### src/rtl/cpu_pkg.sv
// Shared core definitions: datapath widths, MEM-stage FSM states, writeback control bundle.
// Pure types and constants; no latency, no flow control.
// Bubbles are expressed by zeroing the wb_ctrl_t bundle.
package cpu_pkg;

    localparam int WORD_W = 16;
    localparam int RAW    = 4;

    typedef enum logic [1:0] {
        IDLE = 2'd0,
        BUSY = 2'd1,
        DONE = 2'd2
    } mem_state_t;

    // Controls that must be squashed when MEM/WB receives a bubble.
    typedef struct packed {
        logic reg_write;
        logic mem_to_reg;
        logic hlt;
        logic branch;
        logic branch_reg;
        logic pcs;
        logic lb;
    } wb_ctrl_t;

    localparam wb_ctrl_t CTRL_BUBBLE = '0;

endpackage

### src/rtl/mem_store_fwd.sv
// Store-data forwarding: picks the MEM/WB load result over stale rt data for a store.
// Purely combinational, 0-cycle latency.
// No flow control; the caller decides when the result is sampled.
module mem_store_fwd #(
    parameter int WORD_W = cpu_pkg::WORD_W,
    parameter int RAW    = cpu_pkg::RAW
) (
    input  logic              wb_reg_write,
    input  logic              wb_mem_to_reg,
    input  logic [RAW-1:0]    wb_rd,
    input  logic [WORD_W-1:0] wb_data,
    input  logic [RAW-1:0]    ex_rt,
    input  logic [WORD_W-1:0] ex_store_data,
    output logic [WORD_W-1:0] store_data
);

    logic hit;

    // r0 is hardwired zero, so a write to it must never be forwarded.
    assign hit = wb_reg_write & wb_mem_to_reg & (wb_rd == ex_rt) & (ex_rt != '0);

    assign store_data = hit ? wb_data : ex_store_data;

endmodule

### src/rtl/mem_stage.sv
// Memory-access stage: launches data-memory req/ack transactions and bubbles MEM/WB meanwhile.
// Non-memory ops: 0 cycles; memory ops: result in the cycle after ack (min 2 stall cycles).
// Holds the upstream pipeline with stall from launch until ack; ack outside BUSY is ignored.
module mem_stage #(
    parameter int WORD_W = cpu_pkg::WORD_W,
    parameter int RAW    = cpu_pkg::RAW
) (
    input  logic              clk,
    input  logic              rst,
    input  logic [WORD_W-1:0] EXMEMalu_out,
    input  logic [WORD_W-1:0] EXMEMstore_data,
    input  logic [RAW-1:0]    EXMEMrt,
    input  logic [RAW-1:0]    EXMEMrd,
    input  logic [WORD_W-1:0] EXMEMpc,
    input  logic              EXMEMMemRead,
    input  logic              EXMEMMemWrite,
    input  logic              EXMEMRegDst,
    input  logic              EXMEMBranch,
    input  logic              EXMEMMemtoReg,
    input  logic              EXMEMALUSrc,
    input  logic              EXMEMRegWrite,
    input  logic              EXMEMBranchReg,
    input  logic              EXMEMPCS,
    input  logic              EXMEMHLT,
    input  logic              EXMEMLB,
    input  logic              MEMWBRegWrite,
    input  logic              MEMWBMemtoReg,
    input  logic [RAW-1:0]    MEMWBrd,
    input  logic [WORD_W-1:0] MEMWBwb_data,
    input  logic              mem_ack,
    input  logic [WORD_W-1:0] mem_rdata,
    output logic              mem_req,
    output logic              mem_we,
    output logic [WORD_W-1:0] mem_addr,
    output logic [WORD_W-1:0] mem_wdata,
    output logic              stall,
    output logic [WORD_W-1:0] alu_out,
    output logic [WORD_W-1:0] dmem_out,
    output logic [WORD_W-1:0] pc,
    output logic [RAW-1:0]    rd,
    output logic              RegDst,
    output logic              Branch,
    output logic              MemtoReg,
    output logic              ALUSrc,
    output logic              RegWrite,
    output logic              BranchReg,
    output logic              PCS,
    output logic              HLT,
    output logic              LB
);

    import cpu_pkg::mem_state_t;
    import cpu_pkg::wb_ctrl_t;
    import cpu_pkg::CTRL_BUBBLE;
    import cpu_pkg::IDLE;
    import cpu_pkg::BUSY;
    import cpu_pkg::DONE;

    mem_state_t        state_q, state_d;
    logic              memop;
    logic              launch;
    logic              bubble;
    logic [WORD_W-1:0] fwd_store_data;
    logic [WORD_W-1:0] rdata_q;
    wb_ctrl_t          ctrl_in, ctrl_out;

    assign memop = EXMEMMemRead | EXMEMMemWrite;

    mem_store_fwd #(
        .WORD_W (WORD_W),
        .RAW    (RAW)
    ) u_store_fwd (
        .wb_reg_write  (MEMWBRegWrite),
        .wb_mem_to_reg (MEMWBMemtoReg),
        .wb_rd         (MEMWBrd),
        .wb_data       (MEMWBwb_data),
        .ex_rt         (EXMEMrt),
        .ex_store_data (EXMEMstore_data),
        .store_data    (fwd_store_data)
    );

    always_comb begin
        state_d = state_q;
        stall   = 1'b0;
        bubble  = 1'b0;
        launch  = 1'b0;
        case (state_q)
            IDLE: begin
                if (memop) begin
                    stall   = 1'b1;
                    bubble  = 1'b1;
                    launch  = 1'b1;
                    state_d = BUSY;
                end
            end
            BUSY: begin
                stall  = 1'b1;
                bubble = 1'b1;
                if (mem_ack) begin
                    state_d = DONE;
                end
            end
            DONE: begin
                state_d = IDLE;
            end
            default: begin
                state_d = IDLE;
            end
        endcase
    end

    always_ff @(posedge clk or negedge rst) begin
        if (!rst) begin
            state_q <= IDLE;
        end else begin
            state_q <= state_d;
        end
    end

    // Store data is captured at launch: MEM/WB holds only bubbles once we stall.
    always_ff @(posedge clk or negedge rst) begin
        if (!rst) begin
            mem_req   <= 1'b0;
            mem_we    <= 1'b0;
            mem_addr  <= '0;
            mem_wdata <= '0;
            rdata_q   <= '0;
        end else if (launch) begin
            mem_req   <= 1'b1;
            mem_we    <= EXMEMMemWrite;
            mem_addr  <= EXMEMalu_out;
            mem_wdata <= fwd_store_data;
        end else if (state_q == BUSY && mem_ack) begin
            mem_req <= 1'b0;
            mem_we  <= 1'b0;
            rdata_q <= mem_we ? '0 : mem_rdata;
        end
    end

    assign ctrl_in = '{
        reg_write:  EXMEMRegWrite,
        mem_to_reg: EXMEMMemtoReg,
        hlt:        EXMEMHLT,
        branch:     EXMEMBranch,
        branch_reg: EXMEMBranchReg,
        pcs:        EXMEMPCS,
        lb:         EXMEMLB
    };

    assign ctrl_out = bubble ? CTRL_BUBBLE : ctrl_in;

    assign RegWrite  = ctrl_out.reg_write;
    assign MemtoReg  = ctrl_out.mem_to_reg;
    assign HLT       = ctrl_out.hlt;
    assign Branch    = ctrl_out.branch;
    assign BranchReg = ctrl_out.branch_reg;
    assign PCS       = ctrl_out.pcs;
    assign LB        = ctrl_out.lb;

    assign RegDst   = EXMEMRegDst;
    assign ALUSrc   = EXMEMALUSrc;
    assign alu_out  = EXMEMalu_out;
    assign pc       = EXMEMpc;
    assign rd       = EXMEMrd;
    assign dmem_out = (state_q == DONE) ? rdata_q : '0;

endmodule

### config.mk
export PLATFORM = sky130hd
export DESIGN_NAME = mem_stage
export DESIGN_NICKNAME = d
export VERILOG_FILES = /design/src/rtl/cpu_pkg.sv /design/src/rtl/mem_store_fwd.sv /design/src/rtl/mem_stage.sv
export SDC_FILE = /design/constraint.sdc
export NUM_CORES = 1
export LEC_CHECK = 0
export CAP_MARGIN = 20
export CELL_PAD_IN_SITES_DETAIL_PLACEMENT = 1
export CELL_PAD_IN_SITES_GLOBAL_PLACEMENT = 1
export CORE_MARGIN = 4
export CORE_UTILIZATION = 27
export DETAILED_ROUTE_END_ITERATION = 7
export PLACE_DENSITY_LB_ADDON = 0.25
export SETUP_SLACK_MARGIN = 0.15
export SYNTH_ARGS = -nofsm -noshare
export SYNTH_HDL_FRONTEND = slang
export SYNTH_HIERARCHICAL = 1
export SYNTH_SLANG_ARGS = --single-unit
### constraint.sdc
create_clock -name clk -period 4.4 [get_ports clk]
set_clock_uncertainty 0.15 [all_clocks]
set_input_delay 0.88 -clock clk [delete_from_list [all_inputs] [get_ports clk]]
set_output_delay 0.88 -clock clk [all_outputs]
set_load 0.1 [all_outputs]
Word level (Yosys, flattened, before mapping)
Cells that the tools add are included.
W data, S select, Z words.
{ "word_totals": {"ff_bits": 52} }
{ "classes": {"eq_ne": 5, "mux": 13, "n_bitwise": 5, "n_reduce_logical": 6} }
{ "ops": {"columns": ["op", "count"], "rows": [
  ["$mux W16", 3],
  ["$mux W7", 1],
  ["$mux W1", 5],
  ["$eq A4 B4 Y1", 1],
  ["$mux W2", 2],
  ["$ne A2 B2 Y1 const B", 2],
  ["$pmux W2 S2", 1],
  ["$reduce_and A2 Y1", 2],
  ["$reduce_bool A4 Y1", 1],
  ["$and A1 B1 Y1", 3],
  ["$eq A2 B1 Y1 const B", 1],
  ["$eq A2 B2 Y1 const B", 1],
  ["$logic_not A2 Y1", 1],
  ["$pmux W1 S2", 1],
  ["$reduce_bool A2 Y1", 1],
  ["$logic_and A1 B1 Y1", 1],
  ["$not A1 Y1", 1],
  ["$or A1 B1 Y1", 1]
]} }

Depth between registers and ports, before layout
Gate-level depths: netlist of run 1.
{ "logic_depth": {"ltp_word": 5, "mapped_depth": 6, "ltp_nobuf": 5} }

Modules after synthesis
Netlist of run 1, hierarchy kept.
{ "by_module_without_submodules": {"columns": ["mod", "n_inst", "cells_per_inst", "area_per_inst_um2"], "rows": [
  ["mem_stage", 1, 219, 2499.9],
  ["mem_store_fwd", 1, 26, 316.6]
]} }

Least setup slack after synthesis of run 1
Ideal clock, no wire load.
{ "synth_path": {"path_type": "input to output", "startpoint": "input EXMEMMemRead", "endpoint": "output Branch", "arrival_time_ns": 3.406, "t_required_ns": 3.370, "setup_slack_ns": -0.036, "path_stages": 3, "path_buffers": 0, "path_cell_list": "nor3_1 -> nor2_1 -> nor2b_1"} }
{ "synth_between": {"elab_chain_len": 4} }
{ "synth_rtl": {"columns": ["item", "line", "text"], "rows": [
  ["start: declaration", "mem_stage.sv:15", "input logic EXMEMMemRead,"],
  ["$or A1 B1 Y1", "mem_stage.sv:67", "assign memop = EXMEMMemRead | EXMEMMemWrite;"],
  ["$mux W1", null, null],
  ["$pmux W1 S2", null, null],
  ["net stall", "mem_stage.sv:36", "output logic stall,"],
  ["$mux W7", "mem_stage.sv:150", "assign ctrl_out = bubble ? CTRL_BUBBLE : ctrl_in;"],
  ["end: declaration", "mem_stage.sv:42", "output logic Branch,"]
]} }
The timed path passes the listed nets, and every way through them passes these cells.

Worst setup path in the final report of run 1
{ "layout_path": {"startpoint": "register mem_we", "endpoint": "output mem_we"} }
{ "layout_rtl": {"columns": ["item", "line", "text"], "rows": [
  ["start: declaration", "mem_stage.sv:33", "output logic mem_we,"],
  ["start signal: assignment", "mem_stage.sv:130", "mem_we <= EXMEMMemWrite;"]
]} }
No word-level cell between the ends.

==> results of run 1 <==
==> cell type report <==
| type | instances | area [µm²] | share of cell area |
|---|---|---|---|
| timing repair buffer | 162 | 1520 | 0.357 |
| clock inverter | 2 | 35.0 | 0.00824 |
| inverter | 3 | 11.3 | 0.00265 |
| tap | 136 | 170 | 0.0400 |
| multi-input combinational | 142 | 1140 | 0.269 |
| clock buffer | 6 | 72.6 | 0.0171 |
| sequential | 52 | 1300 | 0.306 |
==> stage by stage <==
stage / hold slack (ns) / total power [µW]
6_report: 0.326 / 3420
3_3_place_gp: 0.303 / 3100
5_1_grt: 0.364 / 3570
2_1_floorplan: 0.292 / 2670
4_1_cts: 0.335 / 3460
3_5_place_dp: 0.312 / 3120
==> layer usage <==
| layer | wire length, µm | track usage | vias up |
|---|---|---|---|
| li1 | - | - | 1021 |
| met1 | 2770 | 0.126 | 1016 |
| met2 | 3890 | 0.217 | 92 |
| met3 | 629 | 0.0320 | 4 |
| met4 | 54 | 0.0281 | 0 |
| met5 | 0 | 0 | - |
==> state kept, by name, indices dropped and copies added (netlist names) <==
signal,flops
mem_req,1
state_q,2
mem_we,1
mem_wdata,16
mem_addr,16
rdata_q,16
==> worst paths after layout <==
check,slack [ns],start,depth (start not counted),endpoint
setup / recovery,1.13,mem_we,1,mem_we
hold / removal,0.33,rdata_q[14],2,rdata_q[14]
setup reg to reg,2.65,state_q[1],3,mem_addr[13]
hold reg to reg,0.33,rdata_q[14],2,rdata_q[14]
max in group asynchronous,2.82,rst,2,mem_wdata[5]
min in group asynchronous,0.54,rst,1,mem_addr[10]
==> tightest hold or removal path, cell delays in order (launching register included) <==
cell and delay (ns):
dfrtp_1 0.35, nand2_1 0.04, o21ai_0 0.05
==> cell usage after synthesis <==
cell,number
o21ai_0,18
buf_4,38
clkbuf_1,2
and2_1,16
inv_1,3
nand3b_1,1
dfrtp_1,52
nand2b_1,16
buf_2,2
mux2_1,2
buf_6,5
mux2_4,10
a22oi_1,1
nor3_1,2
nand2_1,18
a211oi_1,1
mux2_2,36
o2111ai_4,1
xor2_1,1
nor2_1,4
nor2b_1,10
clkbuf_2,1
nor3_4,2
a211o_1,1
xnor2_1,2
==> kinds of logic (layout without fill, tap and decap cells) <==
group	Yosys count	count (layout)	synth area share
simple gates	69	69	0.140
flops	52	52	0.462
buf+inv	51	173	0.133
mux	48	48	0.205
compound gates	22	22	0.0498
xor+xnor	3	3	0.00933
==> where the power goes <==
group | internal (µW) | leakage, µW | switching, µW
clock | 169 | 0.0000552 | 154
combinational | 579 | 0.00115 | 1670
sequential | 710 | 0.000626 | 132
==> cell usage in the layout, fill, tap and decap left out <==
| master | synthesis | final |
|---|---|---|
| a211o_1 | 1 | 1 |
| a211oi_1 | 1 | 1 |
| a22oi_1 | 1 | 1 |
| and2_1 | 16 | 16 |
| buf_2 | 2 | 1 |
| buf_4 | 38 | 42 |
| buf_8 | 0 | 1 |
| bufinv_16 | 0 | 1 |
| clkbuf_1 | 2 | 1 |
| clkbuf_8 | 0 | 5 |
| clkdlybuf4s50_1 | 0 | 118 |
| clkinv_2 | 0 | 1 |
| dfrtp_1 | 52 | 52 |
| inv_1 | 3 | 3 |
| mux2_1 | 2 | 2 |
| mux2_2 | 36 | 36 |
| mux2_4 | 10 | 10 |
| nand2_1 | 18 | 18 |
| nand2b_1 | 16 | 16 |
| nand3b_1 | 1 | 1 |
| nor2_1 | 4 | 3 |
| nor2_2 | 0 | 1 |
| nor2b_1 | 10 | 10 |
| nor3_1 | 2 | 2 |
| nor3_4 | 2 | 2 |
| o2111ai_4 | 1 | 1 |
| o21ai_0 | 18 | 18 |
| xnor2_1 | 2 | 2 |
| xor2_1 | 1 | 1 |
==> results.toml, run 1 <==
[worst_setup_path]
path_cells = "clkdlybuf4s50_1"
arrival_ns = 2.24
crit_path_top_delay_cell = "clkdlybuf4s50_1"
crit_path_end_kind = "output port"
crit_required_ns = 3.37
critPathKind = "reg2out"
critPathTopFamily = "buffers and inverters"
startpoint_type = "flip-flop"
critPathMaxFanout = 19
max_stage_delay_ns = 1.24
path_buf_inv = 1

[yosys]
yosysTopAreaCell = "dfrtp_1"
ys_seq_area_frac = 0.462
synth_top_area_frac = 0.462
synth_seq_cells = 52
yosys_warnings = 6
synth.distinct_cells = 25
syn_nets = 353
synthTopCellsByArea = "dfrtp_1, mux2_2, buf_4"
syn_area_um2 = 2820
syn-instance-count = 245
avgSynthCellArea_um2 = 11.5

[cells_and_area]
finalNonFillerCells = 503
syn_to_final_growth_pct = 50.9
nets = 474
fin_area_um2 = 4250
utilization = 0.415
fillers = 1126
final_layout_size_suffix_gt1_frac = 0.275
antennaDiodeCount = 0

[drt]
drc = 0
first_iter_violations = 55
post_drt_via_cell_ratio = 4.24
routed_wl_um = 7350
post_drt_wl_per_cell_um = 14.6
drtAntennaViolNets = 0
first_pass_iters = 3
dr_total_vias = 2133

[clock_tree]
htree_num_levels = 2
clk_path_buf_depth = 2
cts_hold_buf = 0
cts_buffers = 5
cts.sinks = 52
tritoncts = "done"
clk_latency_ns = 0.30
post_cts_resized = 0
clkTransAtPathRegs_ns = 0.10
cts_root_buf = "clkbuf_8"
post_cts_buffers = 0

[placed_design]
place_ws_ns = 1.15
port_buffers = 159
dp.cells = 494
place_congestion = 0.751
dp_hpwl_um = 5760
post_dp_cell_area_um2 = 4130

[flow_run]
cap_viol_max_count = 0

[timing]
hold_viol_final = 0
fin_ws_ns = 1.13
maxSlewViolCount = 0
period_needed_ns = 3.27
finalSetupTns_ns = 0
rsz0062_at_grt = "no"
finalSetupViolCount = 0
max_slew_margin = 0.325
worstMarginPinSlew_ns = 1.01
timing.fmax_mhz = 306
finalCritPeriodShare = 0.742

[die]
fp.dieW_um = 110
coreArea_um2 = 10200
std_cell_rows = 37
die_h_um = 110
start_util = 0.275
io_pins = 204
die_area_um2 = 12100

[outcome]
status = "complete, no violations"

[grt]
antenna_found_initial = 0
grt_pass1_vias = 2173
overflow = 0
grt_usage = 0.115
grt_max_degree = 39
grt_first_pass_wirelength_um = 10800

[pwr]
power_density_nw_per_um2 = 804
leakage_uw = 0.00183
ir_drop_uv = 407

[min_path]
hold_class = "reg2reg"
No activity file was read; power rests on OpenSTA's default activity.
==> run 2: changes to the inputs <==
Settings changed: CORE_UTILIZATION 27 to 22.
Clock period 4.4 ns to 2.73 ns, I/O delays scaled along.
==> run 2 against run 1 <==
Effect of this change: critical path depth rose by 5; worst hold slack got worse by 0.21 ns; count of clock-buffer cells in the layout rose by 1; critical endpoint is now MemtoReg; largest cell class unchanged.
==> results.toml, run 2 (synthesis gave the netlist of run 1 again) <==
[clock_tree]
clkTransAtPathRegs_ns = 0.07
cts.sinks = 52
clk_path_buf_depth = 2
clk_latency_ns = 0.28
cts_hold_buf = 0
post_cts_resized = 0
htree_num_levels = 2
post_cts_buffers = 0
tritoncts = "done"
cts_root_buf = "clkbuf_16"
cts_buffers = 5

[cells_and_area]
seq_area_um2 = 1300
finalNonFillerCells = 542
mostFrequentLayoutCells = "clkdlybuf4s50_1, dfrtp_1, buf_12"
multi_input_area_um2 = 1160
fillers = 1377
final_layout_size_suffix_gt1_frac = 0.395
nets = 478
final_common_cell = "clkdlybuf4s50_1"
reg_top3 = "mem_addr: 16 flops, mem_wdata: 16 flops, rdata_q: 16 flops"
antennaDiodeCount = 0
syn_to_final_growth_pct = 71.7

[outcome]
status = "complete, no violations"

[drt]
routed_wl_um = 7750
post_drt_wl_per_cell_um = 14.3
first_iter_violations = 50
post_drt_via_cell_ratio = 4.00
drc = 0
first_pass_iters = 2
dr_total_vias = 2169
drtAntennaViolNets = 0

[timing]
finalCritPeriodShare = 0.918
hold_viol_final = 0
maxSlewViolCount = 0
rsz0062_at_grt = "no"
timing.fmax_mhz = 399
finalSetupViolCount = 0
worstMarginPinSlew_ns = 0.610
fin_ws_ns = 0.224
whs_ns = 0.118
period_needed_ns = 2.51
max_slew_margin = 0.593
finalSetupTns_ns = 0

[pwr]
fin_total_pwr_uw = 5750
leakage_uw = 0.00207
ir_drop_uv = 418
power_density_nw_per_um2 = 1190

[die]
die_h_um = 121
std_cell_rows = 41
fp.dieW_um = 121
die_area_um2 = 14700
coreArea_um2 = 12600
start_util = 0.224
io_pins = 204

[flow_run]
cap_viol_max_count = 0

[min_path]
hold_class = "in2async"

[grt]
overflow = 0
grt_pass1_vias = 2389
antenna_found_initial = 0
grt_usage = 0.104
grt_max_degree = 34
grt_first_pass_wirelength_um = 12100

[worst_setup_path]
critPathKind = "in2out"
arrival_ns = 1.81
startpoint_type = "primary input"
critPathMaxFanout = 8
crit_required_ns = 2.03
cp-startpoint = "EXMEMMemRead"
regToRegStartpoint = "state_q[1]"
crit_path_end_kind = "output port"

[placed_design]
place_ws_ns = 0.0543
dp_hpwl_um = 6280
dp.cells = 535
place_congestion = 0.665
port_buffers = 159
run 2: cell types whose count changed in the layout (fill, tap and decap cells not counted), sizes merged:
| cell | before | now |
|---|---|---|
| bufinv | 1 | 0 |
| clkbuf | 6 | 7 |
| buf | 44 | 82 |
| clkdlybuf4s50 | 118 | 84 |
| clkinv | 1 | 0 |
run 2: path summary, 6_finish.rpt:
check                      slack [ns]            to  depth (start not counted)
hold / removal                   0.12  mem_wdata[9]                          1
setup / recovery                 0.22      MemtoReg                          6
setup reg to reg                 1.11   mem_addr[1]                          3
hold reg to reg                  0.32   rdata_q[11]                          2
min in group clk                 0.32   rdata_q[11]                          2
max in group asynchronous        1.74   mem_addr[9]                          2
run 2: power breakdown:
part | total [µW] | internal (µW) | switching, µW | leakage [µW]
Combinational | 3760 | 999 | 2760 | 0.00137
Clock | 649 | 385 | 264 | 0.0000760
Sequential | 1340 | 1150 | 193 | 0.000626
Total | 5750 | 2530 | 3220 | 0.00207
run 2: stage by stage:
stage,instance area [µm²],util
floorplan,2840,-
global placement,4680,0.373
detailed placement,4680,0.373
CTS,4840,0.385
global route,4840,0.385
finish,4840,0.385
run 2: area by class of cell:
class	instances	area share
Timing Repair Buffer	166	0.412
Sequential cell	52	0.269
Multi-Input combinational cell	142	0.241
Tap cell	172	0.0445
Clock buffer	7	0.0316
Inverter	3	0.00233
run 2: metal layers:
| metal | part of all wire | track usage |
|---|---|---|
| met1 | 0.38 | 0.111 |
| met2 | 0.52 | 0.191 |
| met3 | 0.087 | 0.0387 |
| met4 | 0.011 | 0.0273 |
| met5 | 0 | 0 |
run 2: worst max-delay path, cell delays in order:
cell,delay (ns)
clkdlybuf4s50_1,0.50
nor3_1,0.06
buf_4,0.15
nor2_4,0.26
nor2b_2,0.10
buf_12,0.18
